[config.mk]
export PLATFORM = sky130hd
export DESIGN_NAME = csr_trap_ctrl
export DESIGN_NICKNAME = d
export VERILOG_FILES = /design/src/rtl/csr_trap_ctrl_pkg.sv /design/src/rtl/csr_trap_ctrl.sv
export SDC_FILE = /design/constraint.sdc
export NUM_CORES = 1
export LEC_CHECK = 0
export ABC_AREA = 1
export ABC_CLOCK_PERIOD_IN_PS = 4200
export CAP_MARGIN = 15
export CORE_MARGIN = 4
export CORE_UTILIZATION = 44
export DETAILED_ROUTE_END_ITERATION = 16
export PLACE_DENSITY = 0.88
export SLEW_MARGIN = 20
export SYNTH_ARGS = -nofsm -noshare
export SYNTH_HDL_FRONTEND = slang
export SYNTH_SLANG_ARGS = --single-unit
[constraint.sdc]
create_clock -name clk -period 4.2 [get_ports clk]
set_input_delay 0.42 -clock clk [delete_from_list [all_inputs] [get_ports clk]]
set_output_delay 0.42 -clock clk [all_outputs]
set_load 0.1 [all_outputs]
[src/rtl/csr_trap_ctrl_pkg.sv]
// Shared constants and type definitions for the machine-mode trap sequencer.
// CSR addresses, mstatus bit positions, the external-interrupt cause and state encodings.
package csr_trap_ctrl_pkg;

  localparam logic [11:0] CSR_MSTATUS = 12'h300;
  localparam logic [11:0] CSR_MTVEC   = 12'h305;
  localparam logic [11:0] CSR_MEPC    = 12'h341;
  localparam logic [11:0] CSR_MCAUSE  = 12'h342;

  localparam int MSTATUS_MIE    = 3;
  localparam int MSTATUS_MPIE   = 7;
  localparam int MSTATUS_MPP_LO = 11;
  localparam int MSTATUS_MPP_HI = 12;

  localparam logic [31:0] CAUSE_MEXT_INT = 32'h8000_000B;

  typedef enum logic [2:0] {
    ST_IDLE        = 3'd0,
    ST_SAVE_EPC    = 3'd1,
    ST_SAVE_CAUSE  = 3'd2,
    ST_SAVE_STATUS = 3'd3,
    ST_MRET_STATUS = 3'd4,
    ST_JUMP        = 3'd5
  } trap_state_e;

  typedef enum logic [1:0] {
    KIND_EXC  = 2'd0,
    KIND_INT  = 2'd1,
    KIND_MRET = 2'd2
  } trap_kind_e;

endpackage

[src/rtl/csr_trap_ctrl.sv]
// Machine-mode trap sequencer: saves mepc/mcause/mstatus through the shared CSR
// write port, then redirects fetch; execute's CSR writes pass through when idle.
module csr_trap_ctrl
  import csr_trap_ctrl_pkg::*;
#(
  parameter int DATA_W      = 32,
  parameter int CSR_ADDR_W  = 12,
  parameter int VECTORED_EN = 1
) (
  input  logic                  clk,
  input  logic                  rst,
  input  logic                  exc_req_i,
  input  logic [DATA_W-1:0]     exc_cause_i,
  input  logic [DATA_W-1:0]     exc_pc_i,
  input  logic                  mret_req_i,
  input  logic                  int_req_i,
  input  logic [DATA_W-1:0]     int_pc_i,
  input  logic [DATA_W-1:0]     mstatus_i,
  input  logic [DATA_W-1:0]     mtvec_i,
  input  logic [DATA_W-1:0]     mepc_i,
  input  logic                  ex_csr_we_i,
  input  logic [CSR_ADDR_W-1:0] ex_csr_waddr_i,
  input  logic [DATA_W-1:0]     ex_csr_wdata_i,
  output logic                  csr_we_o,
  output logic [CSR_ADDR_W-1:0] csr_waddr_o,
  output logic [DATA_W-1:0]     csr_wdata_o,
  output logic                  hold_o,
  output logic                  jump_o,
  output logic [DATA_W-1:0]     jump_addr_o
);

  trap_state_e       state_r;
  trap_state_e       state_nx_s;
  trap_kind_e        kind_r;
  logic [DATA_W-1:0] epc_r;
  logic [DATA_W-1:0] cause_r;

  logic idle_s;
  logic take_exc_s;
  logic take_mret_s;
  logic take_int_s;
  logic accept_s;
  logic unused_s;

  function automatic logic [DATA_W-1:0] trap_mstatus(input logic [DATA_W-1:0] cur);
    logic [DATA_W-1:0] nxt;
    nxt                                 = cur;
    nxt[MSTATUS_MPIE]                   = cur[MSTATUS_MIE];
    nxt[MSTATUS_MIE]                    = 1'b0;
    nxt[MSTATUS_MPP_HI:MSTATUS_MPP_LO]  = 2'b11;
    return nxt;
  endfunction

  function automatic logic [DATA_W-1:0] mret_mstatus(input logic [DATA_W-1:0] cur);
    logic [DATA_W-1:0] nxt;
    nxt                                 = cur;
    nxt[MSTATUS_MIE]                    = cur[MSTATUS_MPIE];
    nxt[MSTATUS_MPIE]                   = 1'b1;
    nxt[MSTATUS_MPP_HI:MSTATUS_MPP_LO]  = 2'b11;
    return nxt;
  endfunction

  // Vectored mode applies only to interrupts; bit 30 of the cause shifts out of range.
  function automatic logic [DATA_W-1:0] trap_target(input logic [DATA_W-1:0] tvec,
                                                     input logic [DATA_W-1:0] cause,
                                                     input logic              is_int);
    logic [DATA_W-1:0] base;
    base = {tvec[DATA_W-1:2], 2'b00};
    if ((VECTORED_EN != 0) && is_int && (tvec[1:0] == 2'b01)) begin
      return base + {cause[DATA_W-3:0], 2'b00};
    end else begin
      return base;
    end
  endfunction

  assign idle_s      = (state_r == ST_IDLE) && !rst;
  assign take_exc_s  = idle_s && exc_req_i;
  assign take_mret_s = idle_s && !exc_req_i && mret_req_i;
  assign take_int_s  = idle_s && !exc_req_i && !mret_req_i && int_req_i && mstatus_i[MSTATUS_MIE];
  assign accept_s    = take_exc_s || take_mret_s || take_int_s;

  assign unused_s = ^{exc_pc_i[1:0], int_pc_i[1:0], epc_r[1:0]};

  // State register.
  always_ff @(posedge clk) begin
    if (rst) begin
      state_r <= ST_IDLE;
    end else begin
      state_r <= state_nx_s;
    end
  end

  // Trap context captured at acceptance.
  always_ff @(posedge clk) begin
    if (rst) begin
      kind_r  <= KIND_EXC;
      epc_r   <= '0;
      cause_r <= '0;
    end else if (take_exc_s) begin
      kind_r  <= KIND_EXC;
      epc_r   <= exc_pc_i;
      cause_r <= exc_cause_i;
    end else if (take_int_s) begin
      kind_r  <= KIND_INT;
      epc_r   <= int_pc_i;
      cause_r <= DATA_W'(CAUSE_MEXT_INT);
    end else if (take_mret_s) begin
      kind_r  <= KIND_MRET;
    end
  end

  // Next-state logic.
  always_comb begin
    state_nx_s = state_r;
    case (state_r)
      ST_IDLE: begin
        if (take_exc_s || take_int_s) begin
          state_nx_s = ST_SAVE_EPC;
        end else if (take_mret_s) begin
          state_nx_s = ST_MRET_STATUS;
        end else begin
          state_nx_s = ST_IDLE;
        end
      end
      ST_SAVE_EPC:    state_nx_s = ST_SAVE_CAUSE;
      ST_SAVE_CAUSE:  state_nx_s = ST_SAVE_STATUS;
      ST_SAVE_STATUS: state_nx_s = ST_JUMP;
      ST_MRET_STATUS: state_nx_s = ST_JUMP;
      ST_JUMP:        state_nx_s = ST_IDLE;
      default:        state_nx_s = ST_IDLE;
    endcase
  end

  // Output logic; while in reset the controller drives nothing of its own.
  always_comb begin
    csr_we_o    = ex_csr_we_i;
    csr_waddr_o = ex_csr_waddr_i;
    csr_wdata_o = ex_csr_wdata_i;
    hold_o      = 1'b0;
    jump_o      = 1'b0;
    jump_addr_o = '0;
    if (rst) begin
      hold_o = 1'b0;
    end else begin
      hold_o = (state_r != ST_IDLE) || accept_s;
      case (state_r)
        ST_SAVE_EPC: begin
          csr_we_o    = 1'b1;
          csr_waddr_o = CSR_ADDR_W'(CSR_MEPC);
          csr_wdata_o = {epc_r[DATA_W-1:2], 2'b00};
        end
        ST_SAVE_CAUSE: begin
          csr_we_o    = 1'b1;
          csr_waddr_o = CSR_ADDR_W'(CSR_MCAUSE);
          csr_wdata_o = cause_r;
        end
        ST_SAVE_STATUS: begin
          csr_we_o    = 1'b1;
          csr_waddr_o = CSR_ADDR_W'(CSR_MSTATUS);
          csr_wdata_o = trap_mstatus(mstatus_i);
        end
        ST_MRET_STATUS: begin
          csr_we_o    = 1'b1;
          csr_waddr_o = CSR_ADDR_W'(CSR_MSTATUS);
          csr_wdata_o = mret_mstatus(mstatus_i);
        end
        ST_JUMP: begin
          jump_o = 1'b1;
          if (kind_r == KIND_MRET) begin
            jump_addr_o = mepc_i;
          end else begin
            jump_addr_o = trap_target(mtvec_i, cause_r, kind_r == KIND_INT);
          end
        end
        default: begin
          jump_o = 1'b0;
        end
      endcase
    end
  end

endmodule
==> impl_metrics.json <==
{
  "status": "finished clean",
  "worstSetupEndpointType": "output port",
  "ios": 321,
  "setup_viol": 0,
  "track_usage_pct": 32.4,
  "drc_errors": 0,
  "synth_top_area_share_pct": 21.4,
  "final_cell_area_sq_mm": 0.0106,
  "synth_common_cells": "nand2_1 (349), a21oi_1 (132), inv_1 (122)",
  "dieArea_sq_mm": 0.0162,
  "worstReg2RegStart": "state_r[1]",
  "fin_worst_skew_ns": 0.00429,
  "coreArea_sq_mm": 0.0139,
  "hold_viol": 0,
  "relSlewSlack_pct": 27.7,
  "placed_area_sq_mm": 0.0103,
  "synth_edf_count": 0,
  "avgSynthCellArea_sq_um": 5.82,
  "maxSlewViolCount": 0,
  "cts-root-buf": "clkbuf_16",
  "place_congestion": 0.988,
  "grt_pass1_wl_mm": 41.7,
  "seqCellArea_sq_mm": 0.00134,
  "tightest_slew_ns": 1.08,
  "dieWidth_microns": 127,
  "hold_buffers": 0,
  "via_count": 8442,
  "met1_usage_pct": 36.4,
  "grtUsageMet2_pct": 57.4,
  "hp-start": "cause_r[30]",
  "rsz0062_at_grt": "false",
  "cts_tree": "built",
  "synth_flop_cell": "dfxtp_1",
  "met3_usage_pct": 6.52,
  "max_freq_mhz": 286,
  "insertion_delay_ns": 0.33,
  "cts_sinks": 67,
  "routed_wl_mm": 27.6,
  "grt_max_degree": 63,
  "multiInputGateArea_sq_mm": 0.00420,
  "hold_path_class": "register to register",
  "ys.warnings.count": 0,
  "row_count": 43,
  "cp_data_required_time_ns": 3.78,
  "cap_violations": 0,
  "synthArstFlopShare_pct": 0,
  "numCtsBuffers": 9,
  "grt_pass1_vias": 8335,
  "cts_resized": 0,
  "critPathSlowestCell": "clkinv_1",
  "cts_setup_buffers": 0,
  "ir_worst_vdd_v": 0.000397,
  "portBuffers": 314,
  "synth.distinct_cells": 38,
  "busiest_layer": "met2",
  "area_growth_pct": 69.9,
  "initial_utilization_pct": 45.1,
  "yosysMostFrequentCell": "nand2_1",
  "crit_type": "input port to output port",
  "dp.final_hpwl_mm": 22.1,
  "startpoint": "mtvec_i[1]",
  "period_share_pct": 83.2,
  "min_period_ns": 3.49,
  "crit_fanout": 34,
  "fin_nets": 1629,
  "dr.pass1.iters": 5,
  "avgRoutedWirePerCell_microns": 17.8,
  "antenna_found_initial": 0,
  "arrival_ns": 3.07,
  "vias_per_cell": 5.47,
  "syn_inst": 1075,
  "grt-ovfl-total": 0,
  "worst_slack_ns": 0.706,
  "drtAntennaViolNets": 0,
  "cts_max_level": 3,
  "synth_top_area_cell": "dfxtp_1",
  "syn-cell-area_sq_mm": 0.00626,
  "path_cells": "clkdlybuf4s50_1, nor2_1, and3_1, buf_4, clkinv_1, o211ai_1, o211ai_1, inv_1, buf_12",
  "dp_slack_ns": 0.692,
  "path_common_cell": "o211ai_1",
  "drive_gt1_share_pct": 9.18,
  "netlist_top_cells_area": "dfxtp_1 (21%), nand2_1 (21%), a21oi_1 (11%)",
  "setup_tns_ns": 0,
  "slowest_delay_ns": 0.78,
  "first_iter_violations": 542,
  "die_height_microns": 127,
  "power.leakage_nw": 4.76,
  "syn_nets": 1347,
  "clk_path_buf_depth": 2,
  "nFillCells": 1053,
  "seq_area_frac_synth_pct": 21.4,
  "start_kind": "input port",
  "ys_ff_latch": 67,
  "clkTransAtPathRegs_ns": 0.06,
  "p_per_area_mw_per_mm2": 364
}
## stage by stage
stage          std cells  power (mW)  hold slack [ns]  util (%)
2_1_floorplan       1075        2.11            0.441         -
3_3_place_gp        1526        2.96            0.455      74.1
5_1_grt             1542        4.02            0.518      76.6
4_1_cts             1542        3.86            0.490      76.6
6_report            1544        3.87            0.486      76.6
3_5_place_dp        1526        3.00            0.477      74.1
## metal layers
layer / wire [microns] / vias up
li1: - / 4136
met1: 10400 / 3806
met2: 13500 / 417
met3: 2260 / 83
met4: 1390 / 0
met5: 0 / -
## cell usage in the layout (no fill, tap or decap), types with 2 or more instances in the layout
cell type and instances:
and2_1 3, o221a_2 2, nand3b_1 5, buf_12 79
a31oi_1 32, a21oi_1 132, o21ai_1 12, inv_2 4
nand3_1 45, inv_1 122, ha_1 29, diode_2 2
bufinv_16 3, clkinv_2 2, nor2_2 2, o21a_1 2
xor2_1 5, xnor2_1 7, or2_2 6, clkinv_1 3
dfxtp_1 67, clkbuf_16 9, nand2_1 349, o21ai_0 60
a21o_1 2, nor2_1 57, nand4_1 2, a211oi_1 2
nor3_1 2, a2bb2oi_1 29, a22oi_1 25, o21bai_1 3
clkdlybuf4s50_1 235, o211ai_1 3, buf_4 13
## where the power goes
group	total [mW]	leakage [nW]	internal [mW]	switching [mW]
logic	2.24	4.04	0.831	1.41
registers	0.763	0.549	0.706	0.0573
clock network	0.862	0.165	0.578	0.284
## registers in the layout, summed over array words and instances, names as in the netlist
name,flops
cause_r,32
epc_r,30
kind_r,2
state_r,3
## cell families (layout without fill, tap and decap cells)
kind of cell / count (synthesis) / count (layout) / synth area share, %
simple gates: 475 / 475 / 30.6
flops: 67 / 67 / 21.4
buf+inv: 185 / 472 / 11.5
fa+ha+maj: 30 / 30 / 6.12
xor+xnor: 12 / 12 / 1.68
other cells: 0 / 2 / 0
compound gates: 306 / 306 / 28.7
## cell type report
type / instances / area share [%]
sequential: 67 / 12.6
timing repair buffer: 327 / 37.9
multi-input combinational: 823 / 39.5
inverter: 129 / 4.55
antenna: 2 / 0.0471
tap: 180 / 2.12
clock buffer: 9 / 2.12
clock inverter: 7 / 1.09
## worst paths after layout
| kind | endpoint | slack, ns | depth (start not counted) |
|---|---|---|---|
| min reg2reg | cause_r[30] | 0.49 | 2 |
| max reg2reg | epc_r[11] | 1.79 | 9 |
| min | cause_r[30] | 0.49 | 2 |
| max | jump_addr_o[3] | 0.71 | 9 |
## critical path: cells and delay by family
family          cells  cell delay [ns]
buf+inv             5             1.86
compound gates      2             0.57
simple gates        2             0.22
No activity file was read; power rests on OpenSTA's default activity.
